File: src/rtl/counter_sweep_ctrl_if.sv
// Control/status bundle between the sweep sequencer, its config registers and the counter datapath.
// The master side owns config, handshake and the counter feedback; the slave side is the sequencer.
interface counter_sweep_ctrl_if #(
    parameter int WIDTH   = 8,
    parameter int DWELL_W = 4
);
    logic               start;
    logic               abort;
    logic [WIDTH-1:0]   lo;
    logic [WIDTH-1:0]   hi;
    logic [DWELL_W-1:0] dwell;
    logic [7:0]         cycles;
    logic [WIDTH-1:0]   count;
    logic               cnt_load;
    logic [WIDTH-1:0]   cnt_ld_val;
    logic               cnt_en;
    logic               mode;
    logic               busy;
    logic               done;
    logic               err;

    modport master (
        output start, abort, lo, hi, dwell, cycles, count,
        input  cnt_load, cnt_ld_val, cnt_en, mode, busy, done, err
    );

    modport slave (
        input  start, abort, lo, hi, dwell, cycles, count,
        output cnt_load, cnt_ld_val, cnt_en, mode, busy, done, err
    );
endinterface

File: src/rtl/counter_sweep_ctrl.sv
// Sweep sequencer for the up/down counter: loads lo, counts up to hi and back down,
// dwelling at each end, for a programmed number of round trips.
module counter_sweep_ctrl #(
    parameter int WIDTH   = 8,
    parameter int DWELL_W = 4
) (
    input  logic                clk,
    input  logic                rst_n,
    counter_sweep_ctrl_if.slave bus
);
    typedef enum logic [2:0] {
        IDLE,
        LOAD,
        UP,
        DWELL_HI,
        DOWN,
        DWELL_LO,
        DONE
    } state_t;

    state_t state, state_next;

    logic [WIDTH-1:0]   lo_q;
    logic [WIDTH-1:0]   hi_q;
    logic [DWELL_W-1:0] dwell_q;
    logic [7:0]         cycles_q;
    logic [DWELL_W-1:0] dwell_cnt, dwell_cnt_next;
    logic [7:0]         sweep_cnt, sweep_cnt_next;
    logic               err_q, err_next;
    logic               latch_cfg;
    logic               cfg_bad;
    logic               out_of_range;
    logic               dwell_last;
    logic               cnt_load_c;
    logic               cnt_en_c;
    logic               mode_c;
    logic               done_c;

    assign cfg_bad      = (bus.lo >= bus.hi);
    assign out_of_range = (bus.count < lo_q) || (bus.count > hi_q);
    // A programmed dwell of zero still holds the end point for one cycle.
    assign dwell_last   = (dwell_q == '0) || (dwell_cnt == dwell_q - DWELL_W'(1));

    always_ff @(posedge clk or negedge rst_n) begin
        if (!rst_n) begin
            state <= IDLE;
        end else begin
            state <= state_next;
        end
    end

    always_ff @(posedge clk or negedge rst_n) begin
        if (!rst_n) begin
            lo_q      <= '0;
            hi_q      <= '0;
            dwell_q   <= '0;
            cycles_q  <= '0;
            dwell_cnt <= '0;
            sweep_cnt <= '0;
            err_q     <= 1'b0;
        end else begin
            if (latch_cfg) begin
                lo_q     <= bus.lo;
                hi_q     <= bus.hi;
                dwell_q  <= bus.dwell;
                cycles_q <= bus.cycles;
            end
            dwell_cnt <= latch_cfg ? '0 : dwell_cnt_next;
            sweep_cnt <= latch_cfg ? '0 : sweep_cnt_next;
            err_q     <= err_next;
        end
    end

    // Counter controls are Mealy on count so the counter stops exactly on a bound.
    always_comb begin
        state_next     = state;
        dwell_cnt_next = dwell_cnt;
        sweep_cnt_next = sweep_cnt;
        err_next       = 1'b0;
        latch_cfg      = 1'b0;
        cnt_load_c     = 1'b0;
        cnt_en_c       = 1'b0;
        mode_c         = 1'b0;
        done_c         = 1'b0;

        case (state)
            IDLE: begin
                if (bus.start) begin
                    if (cfg_bad) begin
                        err_next = 1'b1;
                    end else begin
                        latch_cfg  = 1'b1;
                        state_next = LOAD;
                    end
                end
            end
            LOAD: begin
                cnt_load_c = 1'b1;
                state_next = UP;
            end
            UP: begin
                if (out_of_range) begin
                    err_next   = 1'b1;
                    state_next = IDLE;
                end else if (bus.count != hi_q) begin
                    cnt_en_c = 1'b1;
                end else begin
                    dwell_cnt_next = '0;
                    state_next     = DWELL_HI;
                end
            end
            DWELL_HI: begin
                if (dwell_last) begin
                    dwell_cnt_next = '0;
                    state_next     = DOWN;
                end else begin
                    dwell_cnt_next = dwell_cnt + DWELL_W'(1);
                end
            end
            DOWN: begin
                if (out_of_range) begin
                    err_next   = 1'b1;
                    state_next = IDLE;
                end else if (bus.count != lo_q) begin
                    cnt_en_c = 1'b1;
                    mode_c   = 1'b1;
                end else begin
                    // With cycles=0 the trip counter simply wraps and the sweep never ends.
                    sweep_cnt_next = sweep_cnt + 8'd1;
                    if ((cycles_q != 8'd0) && (sweep_cnt_next == cycles_q)) begin
                        state_next = DONE;
                    end else begin
                        dwell_cnt_next = '0;
                        state_next     = DWELL_LO;
                    end
                end
            end
            DWELL_LO: begin
                if (dwell_last) begin
                    dwell_cnt_next = '0;
                    state_next     = UP;
                end else begin
                    dwell_cnt_next = dwell_cnt + DWELL_W'(1);
                end
            end
            DONE: begin
                done_c     = 1'b1;
                state_next = IDLE;
            end
            default: begin
                state_next = IDLE;
            end
        endcase

        // Abort wins over every other outcome of the cycle, including done and range errors.
        if (bus.abort && (state != IDLE)) begin
            state_next     = IDLE;
            cnt_load_c     = 1'b0;
            cnt_en_c       = 1'b0;
            mode_c         = 1'b0;
            done_c         = 1'b0;
            err_next       = 1'b0;
            dwell_cnt_next = '0;
            sweep_cnt_next = sweep_cnt;
        end
    end

    assign bus.cnt_load   = cnt_load_c;
    assign bus.cnt_ld_val = lo_q;
    assign bus.cnt_en     = cnt_en_c;
    assign bus.mode       = mode_c;
    assign bus.busy       = (state != IDLE);
    assign bus.done       = done_c;
    assign bus.err        = err_q;

endmodule

File: src/flat_wrapper.sv
// flat-port wrapper written by rule: the top's interface ports become plain ports
module counter_sweep_ctrl_flat 
#(
    parameter int WIDTH   = 8,
    parameter int DWELL_W = 4
)
  (clk, rst_n, bus_start, bus_abort, bus_lo, bus_hi, bus_dwell, bus_cycles, bus_count, bus_cnt_load, bus_cnt_ld_val, bus_cnt_en, bus_mode, bus_busy, bus_done, bus_err);
  counter_sweep_ctrl_if #(.WIDTH(WIDTH), .DWELL_W(DWELL_W)) bus_i ();
  input  logic clk;
  input  logic rst_n;
  input wire logic [$bits(bus_i.start)-1:0] bus_start;
  input wire logic [$bits(bus_i.abort)-1:0] bus_abort;
  input wire logic [$bits(bus_i.lo)-1:0] bus_lo;
  input wire logic [$bits(bus_i.hi)-1:0] bus_hi;
  input wire logic [$bits(bus_i.dwell)-1:0] bus_dwell;
  input wire logic [$bits(bus_i.cycles)-1:0] bus_cycles;
  input wire logic [$bits(bus_i.count)-1:0] bus_count;
  output wire logic [$bits(bus_i.cnt_load)-1:0] bus_cnt_load;
  output wire logic [$bits(bus_i.cnt_ld_val)-1:0] bus_cnt_ld_val;
  output wire logic [$bits(bus_i.cnt_en)-1:0] bus_cnt_en;
  output wire logic [$bits(bus_i.mode)-1:0] bus_mode;
  output wire logic [$bits(bus_i.busy)-1:0] bus_busy;
  output wire logic [$bits(bus_i.done)-1:0] bus_done;
  output wire logic [$bits(bus_i.err)-1:0] bus_err;
  assign bus_i.start = bus_start;
  assign bus_i.abort = bus_abort;
  assign bus_i.lo = bus_lo;
  assign bus_i.hi = bus_hi;
  assign bus_i.dwell = bus_dwell;
  assign bus_i.cycles = bus_cycles;
  assign bus_i.count = bus_count;
  assign bus_cnt_load = bus_i.cnt_load;
  assign bus_cnt_ld_val = bus_i.cnt_ld_val;
  assign bus_cnt_en = bus_i.cnt_en;
  assign bus_mode = bus_i.mode;
  assign bus_busy = bus_i.busy;
  assign bus_done = bus_i.done;
  assign bus_err = bus_i.err;
  counter_sweep_ctrl #(.WIDTH(WIDTH), .DWELL_W(DWELL_W)) u_core (.clk(clk), .rst_n(rst_n), .bus(bus_i));
endmodule
File: config.mk
export PLATFORM = sky130hd
export DESIGN_NAME = counter_sweep_ctrl_flat
export DESIGN_NICKNAME = d
export VERILOG_FILES = /design/src/rtl/counter_sweep_ctrl_if.sv /design/src/rtl/counter_sweep_ctrl.sv /design/src/flat_wrapper.sv
export SDC_FILE = /design/constraint.sdc
export NUM_CORES = 1
export LEC_CHECK = 0
export CAP_MARGIN = 20
export CORE_ASPECT_RATIO = 2
export CORE_MARGIN = 3
export CORE_UTILIZATION = 66
export CTS_BUF_LIST = sky130_fd_sc_hd__clkbuf_4 sky130_fd_sc_hd__clkbuf_8
export DETAILED_ROUTE_END_ITERATION = 10
export DONT_BUFFER_PORTS = 1
export GPL_ROUTABILITY_DRIVEN = 0
export GPL_TIMING_DRIVEN = 0
export PLACE_DENSITY = 0.82
export SYNTH_ARGS = -nofsm -noshare
export SYNTH_HDL_FRONTEND = slang
export SYNTH_SLANG_ARGS = --single-unit
export TNS_END_PERCENT = 10
File: constraint.sdc
create_clock -name clk -period 2.79 [get_ports clk]
set_input_delay 0.279 -clock clk [delete_from_list [all_inputs] [get_ports clk]]
set_output_delay 0.279 -clock clk [all_outputs]
set_load 0.01 [all_outputs]
---- After elaboration in Yosys (flattened, before gate mapping) ----
Cells that the tools add are included.
word-level totals
  register bits ........................... 44
  input port bits ......................... 40
  output and inout bits ................... 14
  word-level logic and storage cells ...... 98
cells by class
  add/sub/neg operators ................... 3
  order comparisons ....................... 3
  equality and inequality tests ........... 24
  mux-type cells .......................... 45
  reduce and logical (&&, ||, !) cells .... 15
operator list
  cell                                                             count
  8-bit two-way mux                                                5
  4-bit two-way mux                                                8
  3-bit two-way mux                                                9
  4-bit != test, second input constant                             5
  1-bit two-way mux                                                18
  3-bit case mux with 6 select lines                               1
  8-bit != test                                                    2
  4-bit case mux with 3 select lines                               1
  6-bit AND reduction                                              2
  3-bit == test, second input constant                             3
  8-bit by 1-bit adder with 8-bit output, second input constant    1
  8-bit == test                                                    1
  8-bit greater-or-equal comparator                                1
  8-bit greater-than comparator                                    1
  8-bit < comparator                                               1
  4-bit by 3-bit != test with 1-bit output, second input constant  2
  8-bit nonzero test                                               1
  3-bit by 2-bit == test with 1-bit output, second input constant  2
  2-bit != test, second input constant                             3
  3-bit by 1-bit != test with 1-bit output, second input constant  2
  6-bit nonzero test                                               1
  4-bit by 1-bit adder with 4-bit output, second input constant    1
  4-bit == test                                                    1
  4-bit logical NOT                                                1
  13 further kinds                                                 17

---- Longest topological paths before layout ----
Gate-level depths: netlist of run 1.
  word-level depth ........................ 9
  depth in mapped cells ................... 10

---- Worst setup path before layout of run 1 ----
OpenSTA, ideal clock, no wires.
  path type ............................... register to register
  from .................................... reg u_core.lo_q[1], in the netlist u_core.bus.cnt_ld_val[1]
  to ...................................... reg u_core.sweep_cnt[6]
  setup time .............................. 0.073 ns
  data arrival time ....................... 2.196 ns
  slack ................................... 0.521 ns
  stages on the path, launching flop included .. 10
  clock period less this slack ............ 2.269 ns
  cell sequence ........................... dfrtp_1 > inv_1 > ha_1 > nor2b_1 > o211ai_1 > a21o_1 > a2111oi_4 > nand3_2 > or3_1 > a21oi_2
between the ends
  cells in the longest elaborated chain, start to end .. 4
RTL lines
  element                            line                      text
  from (decl)                        counter_sweep_ctrl.sv:23  logic [WIDTH-1:0] lo_q;
  from (signal assigned)             counter_sweep_ctrl.sv:63  lo_q <= bus.lo;
  8-bit < comparator                 counter_sweep_ctrl.sv:40  assign out_of_range = (bus.count < lo_q) || (bus.count > hi_q);
  1-bit logical OR                   counter_sweep_ctrl.sv:40
  2-bit != test (no line)            -
  4-bit AND reduction (no line) (*)  -
  to (signal assigned)               counter_sweep_ctrl.sv:69  sweep_cnt <= latch_cfg ? '0 : sweep_cnt_next;
  to (decl)                          counter_sweep_ctrl.sv:28  logic [7:0] sweep_cnt, sweep_cnt_next;
Every way passes the cells marked *; elsewhere a longest branch is shown, timed or not.
A chain may end at the register's enable or synchronous reset.

---- Worst setup path in the final report of run 1 ----
  from .................................... in bus_lo[0]
  to ...................................... reg u_core.cycles_q[7]
between the ends
  cells in the longest elaborated chain, start to end .. 4
RTL lines
  element                            line                      text
  from (decl)                        flat_wrapper.sv:13        input wire logic [$bits(bus_i.lo)-1:0] bus_lo;
  8-bit greater-or-equal comparator  counter_sweep_ctrl.sv:39  assign cfg_bad = (bus.lo >= bus.hi);
  1-bit two-way mux                  counter_sweep_ctrl.sv:89  if (cfg_bad) begin
  1-bit two-way mux                  counter_sweep_ctrl.sv:88  if (bus.start) begin
  1-bit two-way mux                  counter_sweep_ctrl.sv:86  case (state)
  to (signal assigned)               counter_sweep_ctrl.sv:66  cycles_q <= bus.cycles;
  to (decl)                          counter_sweep_ctrl.sv:26  logic [7:0] cycles_q;
Every way passes these cells.

==> flow_summary.json, run 1 <==
{
  "status": "complete, no violations",
  "layout_common_cells": "dfrtp_1, inv_1, ha_1, nand2_1, o21ai_1",
  "htreeDepth": 2,
  "via_per_inst": 6.398,
  "grt_use_total": 0.3081,
  "num_io_pins": 54,
  "hold_path_end": "u_core.bus.cnt_ld_val[1]",
  "wl_per_cell_um": 19.68,
  "tightest_slew_ps": 776.3,
  "fin_worst_skew_ps": 7.815,
  "finalWorstPathRequiredPeriod_ps": 2673,
  "synth_nets": 391,
  "drive_gt1_frac": 0.09009,
  "slowest_delay_ps": 720,
  "rows": 34,
  "power_frac_seq": 0.379,
  "die_area_um2": 5488,
  "powerDensity_nw_per_um2": 888.6,
  "drv_cap": 0,
  "hold-path-cell-count": 2,
  "min_from": "bus_lo[1]",
  "pwr-share-comb": 0.471,
  "ys_types": 53,
  "hold_viol": 0,
  "clock_latency_ps": 300,
  "drt_wl_total_um": 7617,
  "setup_viol": 0,
  "clk_pin_slew_ps": 80,
  "holdWs_ps": 92.09,
  "start_util": 0.6913,
  "worstReg2RegEnd": "u_core.sweep_cnt[6]",
  "numPortBuffers": 0,
  "r2r-start": "u_core.bus.cnt_ld_val[1]",
  "path_delay_family": "compound AO/OA/AOI/OAI gates",
  "grt_pass1_vias": 2634,
  "syn_avg_cell_area_um2": 9.378,
  "async_reset_ff_frac": 1.000,
  "final_common_cell": "dfrtp_1",
  "cts_root_buf": "clkbuf_8",
  "drtIter0Drc": 55,
  "die_w_um": 53.91,
  "synth_edf_count": 0,
  "detail_route.first_pass.iterations": 4,
  "numCtsBuffers": 5,
  "drcViolationCount": 0,
  "cts.path.max_buffers": 2,
  "p_total_mw": 2.889,
  "p_switching_mw": 1.232,
  "synth-main-ff-cell": "dfrtp_1",
  "fmaxAchievable_mhz": 374.1,
  "grt_overflow": 0,
  "slew_viol_final": 0,
  "crit_required_ps": 2980,
  "synth_area_um2": 3029,
  "p_clk_frac": 0.151,
  "coreArea_um2": 4382,
  "rsz0062_at_grt": "false",
  "hold_class": "in2reg",
  "ys_seq_area_frac": 0.3635,
  "grt_pass1_wl_um": 12130,
  "dpl.hpwl_um": 5964,
  "ant_nets": 0,
  "crit_fanout": 10,
  "vdd_ir_drop_max_v": 0.0007535,
  "crit_chain": "inv_1, ha_1, nand2b_1, a2111oi_0, o31ai_1, a2111oi_4, buf_4, mux2_1",
  "layout.nets": 400,
  "clock_sinks": 44,
  "worst-path-buf-inv": 2,
  "nFillCells": 323,
  "r2r_slack_ps": 120,
  "end_kind": "flop",
  "cp_slowest_cell": "a2111oi_0",
  "reg2reg_depth": 9,
  "synth_seq_cells": 44,
  "max_slew_margin": 0.4691,
  "grt_max_degree": 45,
  "critPathArrivalTime_ps": 2860,
  "via_count": 2476,
  "fin_crit_sh": 0.9581,
  "area_growth_pct": 7.311,
  "antenna_found_initial": 0,
  "die_h_um": 101.8,
  "syn_inst": 323,
  "worstSetupPathType": "in2reg",
  "antenna_cells": 0,
  "cp-start-kind": "primary input",
  "p_leak_nw": 1.433,
  "switching_share": 0.4266,
  "cts_tree": "built",
  "intPower_mw": 1.656,
  "yosysWarnings": 0
}
through the flow:
stage          TNS, ps  cell area [µm²]  setup slack [ps]    util  cells
4_1_cts              0             3232             53.22  0.7376    387
2_1_floorplan        0             3029             520.7       -    323
6_report             0             3251             116.9  0.7419    387
3_5_place_dp     -3141             3097            -142.5  0.7067    377
5_1_grt              0             3251             16.26  0.7419    387
3_3_place_gp     -3027             3097            -129.5  0.7067    377
worst reg2reg max path, stage by stage (launching register included):
cell	delay [ps]
dfrtp_1	400
inv_1	100
ha_1	310
nor2b_1	150
o211ai_1	140
a21o_1	270
a2111oi_4	590
nand3_2	160
or3_1	350
a21oi_2	140
power groups by stage:
stage          Sequential (mW)  Clock (mW)  Combinational (mW)
3_3_place_gp              1.09           0                1.24
2_1_floorplan             1.04           0                1.04
3_5_place_dp              1.10           0                1.30
6_report                  1.09       0.435                1.36
5_1_grt                   1.12       0.466                1.51
4_1_cts                   1.09       0.434                1.33
layer usage:
layer	wire, µm	up-vias	part of all wire	GRT usage
met5	0	-	0	0
met3	389	39	0.051	0.06131
li1	-	1173	-	-
met4	507	0	0.067	0.2205
met2	4194	74	0.55	0.5449
met1	2525	1190	0.33	0.2984
kinds of logic (layout without fill, tap and decap cells):
group | count (synthesis) | after routing | synth area share
and+or+nand+nor | 95 | 95 | 0.1660
DFF | 44 | 44 | 0.3635
muxes | 12 | 12 | 0.04420
xor gates and xnor gates | 20 | 20 | 0.05783
adders and majority gates | 28 | 28 | 0.1157
buffers and inverters | 43 | 53 | 0.06361
AOI/OAI and AO/OA | 81 | 81 | 0.1892
worst max path at each step:
stage / from / endpoint / slack [ps] / cells after the start
detailed placement: bus_lo[0] / u_core.cycles_q[7] / -140 / 8
global route: u_core.bus.cnt_ld_val[1] / bus_mode / 20 / 7
floorplan: u_core.bus.cnt_ld_val[1] / u_core.sweep_cnt[6] / 520 / 9
CTS: u_core.bus.cnt_ld_val[1] / bus_mode / 50 / 7
finish: bus_lo[0] / u_core.cycles_q[7] / 120 / 8
global placement: bus_lo[0] / u_core.cycles_q[0] / -130 / 8
cells in the mapped netlist (all sizes together) (3+ instances only):
| cell | instances | share of area |
|---|---|---|
| a21oi | 13 | 0.023 |
| nor3 | 4 | 0.0066 |
| o21a | 3 | 0.0074 |
| nand3 | 11 | 0.020 |
| a211oi | 7 | 0.019 |
| nor2 | 18 | 0.025 |
| xnor2 | 13 | 0.038 |
| nor2b | 6 | 0.012 |
| clkbuf | 4 | 0.0050 |
| o21ai | 25 | 0.041 |
| dfrtp | 44 | 0.36 |
| inv | 32 | 0.040 |
| buf | 7 | 0.019 |
| xor2 | 7 | 0.020 |
| or3 | 3 | 0.0062 |
| ha | 28 | 0.12 |
| a31oi | 5 | 0.010 |
| nand2b | 7 | 0.014 |
| a21o | 5 | 0.012 |
| o22ai | 3 | 0.0062 |
| o211ai | 4 | 0.0099 |
| a2111oi | 3 | 0.021 |
| mux2 | 11 | 0.041 |
| nand2 | 25 | 0.031 |
| nand4 | 7 | 0.014 |
| o31ai | 3 | 0.0074 |
timing repair:
item / CTS / global route
endpoints found under the setup margin: 0 / 4
setup buffers: 0 / 0
endpoints found under the hold margin: 44 / 0
hold buffers: 2 / 0
gates resized for setup: 0 / 3
final cells by class:
cell class                 count  area (µm²)  share of cell area
clock buffer                   7       90.09             0.02771
buffer                        11       72.57             0.02232
timing repair buffer           2       37.54             0.01155
tap                           54       67.56             0.02079
inverter                      32       120.1             0.03695
clock inverter                 1       7.507            0.002309
multi-input combinational    236        1754              0.5396
sequential                    44        1101              0.3387
state kept, by name, summed over array words and instances (netlist names):
name / flops
u_core.bus.cnt_ld_val: 8
u_core.cycles_q: 8
u_core.hi_q: 8
u_core.sweep_cnt: 8
u_core.dwell_cnt: 4
u_core.dwell_q: 4
u_core.state: 3
u_core.bus.err: 1
Note: power is estimated with default switching activity, not from simulation.
==> run 2, diff against run 1 <==
- CTS_CLUSTER_SIZE: not set -> 25
==> results of run 2 <==
The final DEF is identical to that of run 1; final timing and power are the same.
==> run 3, diff against run 2 <==
- GPL_ROUTABILITY_DRIVEN: 0 -> not set
==> results of run 3 <==
The final DEF is identical to that of run 1; final timing and power are the same.
==> edit 1: new RTL, settings of run 3 <==
Make the reset (`rst_n`) synchronous in 2 clocked blocks.
--- a/src/rtl/counter_sweep_ctrl.sv
+++ b/src/rtl/counter_sweep_ctrl.sv
@@ -41,7 +41,7 @@
     // A programmed dwell of zero still holds the end point for one cycle.
     assign dwell_last   = (dwell_q == '0) || (dwell_cnt == dwell_q - DWELL_W'(1));
 
-    always_ff @(posedge clk or negedge rst_n) begin
+    always_ff @(posedge clk) begin
         if (!rst_n) begin
             state <= IDLE;
         end else begin
@@ -49,7 +49,7 @@
         end
     end
 
-    always_ff @(posedge clk or negedge rst_n) begin
+    always_ff @(posedge clk) begin
         if (!rst_n) begin
             lo_q      <= '0;
             hi_q      <= '0;
Check against the original RTL: differs if rst_n is asserted again (counterexample within 4 cycles, from zero or initial values and one cycle with rst_n low); with rst_n held inactive, the same outputs for 4 cycles.
==> edit 1 against run 3 <==
  * Sequential cell count did not move
  * Non-clock buffer count increased by 1
  * Routed wire length down 7.3%
  * Critical path type is now reg -> out
  * Global-route usage decreased by 1.9 points
  * Setup slack better by 0.061 ns
  * Area after synthesis is 1.7% lower
  * Fmax grew 2.3%
  * Final area decreased by 2.3%
  * Register-to-register slack better by 0.15 ns
Power is not compared: it rests on default switching activity, and its combinational part moved more than twofold at a synthesized area within 25%.
==> edit 1: results (changes against run 3) <==
placement:
  gp_congestion: 0.8866  # +2.4%
  dp_hpwl_mm: 5.626  # -5.7%
  pre_cts_ws_ns: 0.1482  # +0.2907 ns
sta:
  fmax_ghz: 0.3828  # +2.3%
  slew_headroom: 0.6037  # +0.1346
  skew_ns: 0.006654  # -0.001161 ns
grt:
  grt_use_met3: 0.05630  # -0.005018
  grt_pass1_wl_mm: 11.57  # -4.6%
  grt_pass1_vias: 2621  # -0.49%
  grt_usage: 0.2895  # -0.01861
  grt_use_met1: 0.2695  # -0.02886
  antenna_found_initial: 0  # unchanged
  grt_max_degree: 19  # -58%
  met2_usage: 0.5525  # +0.007647
logic_synthesis:
  yosysUniqueCellTypes: 57  # +7.5%
  yosys_warnings: 0  # unchanged
  yosys-top-cells-count: "dfxtp_1 (44), nor2b_1 (31), mux2i_1 (30), inv_1 (29), ha_1 (27)"
  yosys.area_share.adder: 0.1134  # -0.002257
  synthMuxAreaShare: 0.1008  # +0.05660
  async_flop_share: 0  # -1.000
  synth_area_leaders: "dfxtp_1 (30%), ha_1 (11%), mux2i_1 (10%), nor2b_1 (6.5%), inv_1 (3.7%)"
  ys_seq_area_frac: 0.2957  # -0.06781
  synth_xor_area_frac: 0.03528  # -0.02255
route:
  initialDrtViolationCount: 50  # -9.1%
  routed_via_density: 6.244  # -2.4%
  wl_mm: 7.060  # -7.3%
critical_path:
  crit_arrival_ns: 2.33  # -0.53 ns
  cp_max_fo: 18  # +8
  max_stage_delay_ns: 0.44  # -0.28 ns
  cp_slowest_cell: "a211o_2"
  reg2reg_depth: 7  # -2
status:
  status: "finished, final reports clean"
finish:
  layout-drive-gt1-share: 0.1006  # +0.01048
  nets: 414  # +3.5%
min_path:
  hold_path.class: "in -> reg"
clocking:
  cts.repair.resized: 3  # +3
  cts.hold.buffers_added: 0  # -2
## edit 1: cell count changes after synthesis, sizes merged, moves of 6 or more
| cell | before | now |
|---|---|---|
| dfrtp | 44 | 0 |
| nor2b | 6 | 31 |
| mux2 | 11 | 0 |
| dfxtp | 0 | 44 |
| o21ai | 25 | 12 |
| nand2 | 25 | 16 |
| a21oi | 13 | 19 |
| nor2 | 18 | 10 |
| mux2i | 1 | 30 |
## edit 1: path summary, 6_finish.rpt
| check | to | from | slack, ns |
|---|---|---|---|
| hold / removal | u_core.cycles_q[4] | bus_cycles[4] | 0.14 |
| setup / recovery | bus_mode | u_core.bus.cnt_ld_val[7] | 0.18 |
| setup reg to reg | u_core.sweep_cnt[7] | u_core.bus.cnt_ld_val[7] | 0.27 |
| hold reg to reg | u_core.sweep_cnt[7] | u_core.sweep_cnt[7] | 0.52 |
## edit 1: cell type report
class / instances / area [sq um]
multi-input combinational: 250 / 1922
buffer: 14 / 75.07
fill: 368 / 1162
tap: 54 / 67.56
clock inverter: 2 / 35.03
clock buffer: 6 / 76.32
inverter: 32 / 120.1
sequential: 44 / 880.8
## edit 1: layer usage
layer | vias up | share of wire
li1 | 1237 | -
met1 | 1199 | 0.34
met2 | 59 | 0.58
met3 | 15 | 0.042
met4 | 0 | 0.033
met5 | - | 0
## edit 1: stage by stage
| step | cell area, sq um | cells |
|---|---|---|
| after floorplan | 2979 | 341 |
| after global placement | 3047 | 395 |
| after detailed placement | 3047 | 395 |
| after CTS | 3171 | 402 |
| after global routing | 3177 | 402 |
| final | 3177 | 402 |
## edit 1: power by group
group / switching, mW / internal, mW
clock network: 0.228 / 0.276
registers: 0.0589 / 0.687
logic: 0.306 / 0.225
==> edit 2: new RTL, flow settings as in run 3 <==
Without the edit above. `DWELL_W` is set to 4 in 3 places; all go to 6.
--- a/src/rtl/counter_sweep_ctrl_if.sv
+++ b/src/rtl/counter_sweep_ctrl_if.sv
@@ -2,7 +2,7 @@
 // The master side owns config, handshake and the counter feedback; the slave side is the sequencer.
 interface counter_sweep_ctrl_if #(
     parameter int WIDTH   = 8,
-    parameter int DWELL_W = 4
+    parameter int DWELL_W = 6
 );
     logic               start;
     logic               abort;
--- a/src/rtl/counter_sweep_ctrl.sv
+++ b/src/rtl/counter_sweep_ctrl.sv
@@ -2,7 +2,7 @@
 // dwelling at each end, for a programmed number of round trips.
 module counter_sweep_ctrl #(
     parameter int WIDTH   = 8,
-    parameter int DWELL_W = 4
+    parameter int DWELL_W = 6
 ) (
     input  logic                clk,
     input  logic                rst_n,
--- a/src/flat_wrapper.sv
+++ b/src/flat_wrapper.sv
@@ -2,7 +2,7 @@
 module counter_sweep_ctrl_flat 
 #(
     parameter int WIDTH   = 8,
-    parameter int DWELL_W = 4
+    parameter int DWELL_W = 6
 )
   (clk, rst_n, bus_start, bus_abort, bus_lo, bus_hi, bus_dwell, bus_cycles, bus_count, bus_cnt_load, bus_cnt_ld_val, bus_cnt_en, bus_mode, bus_busy, bus_done, bus_err);
   counter_sweep_ctrl_if #(.WIDTH(WIDTH), .DWELL_W(DWELL_W)) bus_i ();
Ports: changed (resized bus_dwell); port bits go from 54 to 56. The function was not compared with the original's and may differ.
==> edit 2 against run 3 <==
  * Synthesized cell count up 7.4%
  * Critical path depth down 2
  * Sequential cell count up 4
  * Area after synthesis up 5.7%
  * Final area up 4.2%
  * Total power down 2.1%
  * Routed wire length down 4.6%
  * Sequential share of layout area up 1.6 points
  * Setup slack better by 0.0089 ns
==> edit 2: results (changes against run 3) <==
status:
  status: "finished, final reports clean"
placement:
  dp_cells: 402  # +6.6%
  gp_congestion: 0.9545  # +10%
  pre_cts_ws_ns: 0.1751  # +0.3175 ns
  placed_area_sq_mm: 0.003269  # +5.6%
  dp_hpwl_mm: 5.818  # -2.5%
logic_synthesis:
  syn_avg_cell_area_sq_um: 9.224  # -1.6%
  synth_seq_cells: 48  # +9.1%
  synth_compound_area_frac: 0.1806  # -0.008568
  yosys.area_share.adder: 0.1095  # -0.006194
  syn_nets: 417  # +6.6%
  yosysUniqueCellTypes: 59  # +11%
  synthMuxAreaShare: 0.05903  # +0.01483
  synth_area_leaders: "dfrtp_1 (38%), ha_1 (11%), mux2_2 (5.3%), o21ai_0 (4.4%), inv_1 (3.8%)"
  ys_seq_area_frac: 0.3753  # +0.01181
  yosys-top-cells-count: "dfrtp_1 (48), inv_1 (32), nand2_1 (30), ha_1 (28), o21ai_0 (28)"
critical_path:
  r2r_slack_ns: 0.14  # +0.02 ns
  max_stage_delay_ns: 0.46  # -0.26 ns
  reg2reg_from: "u_core.bus.cnt_ld_val[6]"
  r2r_end: "u_core.sweep_cnt[5]"
  crit_arrival_ns: 2.39  # -0.47 ns
finish:
  area_delta_synth_final_pct: 5.864
  num-nonclk-buffers: 11  # -2
  nets: 426  # +6.5%
  sh_seq_area: 0.3545  # +0.01578
  clk_share: 0.02400  # -0.006020
  bufAreaShareNonClock: 0.02659  # -0.007284
  multi_input_cells: 258  # +9.3%
  num-clock-buffers: 6  # -1
  multi_input_area_sq_mm: 0.001827  # +4.1%
  layout-drive-gt1-share: 0.1208  # +0.03070
route:
  wl_per_cell_um: 17.68  # -10%
  routed_via_density: 6.387  # -0.17%
pwr:
  p_leak_nw: 1.499  # +4.6%
  powerSeq_mw: 1.15  # +6%
  irDropWorstVdd_mv: 0.7738  # +2.7%
  power.share.switching: 0.4054  # -0.02122
  clockPowerShare: 0.140  # -0.011
  p_switching_mw: 1.146  # -7.0%
grt:
  grt_max_degree: 49  # +8.9%
  grt_pass1_vias: 2790  # +5.9%
  grt_usage: 0.2595  # -0.04861
sta:
  hold_ws_ns: 0.09845  # +0.006356 ns
  skew_ns: 0.009682  # +0.001866 ns
min_path:
  min_to: "u_core.bus.cnt_ld_val[2]"
  hp-start: "bus_lo[2]"
-- edit 2: per-layer routing --
| layer | wire, um | GRT usage |
|---|---|---|
| met5 | 0 | 0 |
| met2 | 4039 | 0.4839 |
| met4 | 393 | 0.1687 |
| met3 | 391 | 0.05342 |
| met1 | 2442 | 0.2437 |
-- edit 2: worst max path at each step --
stage	start	to	slack, ns	cells after the start
floorplan	u_core.bus.cnt_ld_val[1]	u_core.sweep_cnt[5]	0.51	9
global placement	u_core.bus.cnt_ld_val[6]	u_core.sweep_cnt[5]	0.20	8
detailed placement	u_core.bus.cnt_ld_val[6]	u_core.sweep_cnt[5]	0.18	8
CTS	u_core.bus.cnt_ld_val[6]	bus_mode	0.1	6
global route	u_core.bus.cnt_ld_val[6]	u_core.sweep_cnt[5]	0.01	8
finish	u_core.bus.cnt_ld_val[6]	bus_cnt_en	0.13	6
-- edit 2: kinds of logic after synthesis --
kind of cell,count (synthesis)
mux,17
fa+ha+maj,28
compound gates,89
simple gates,108
xor+xnor,16
buf+inv,41
flops,48
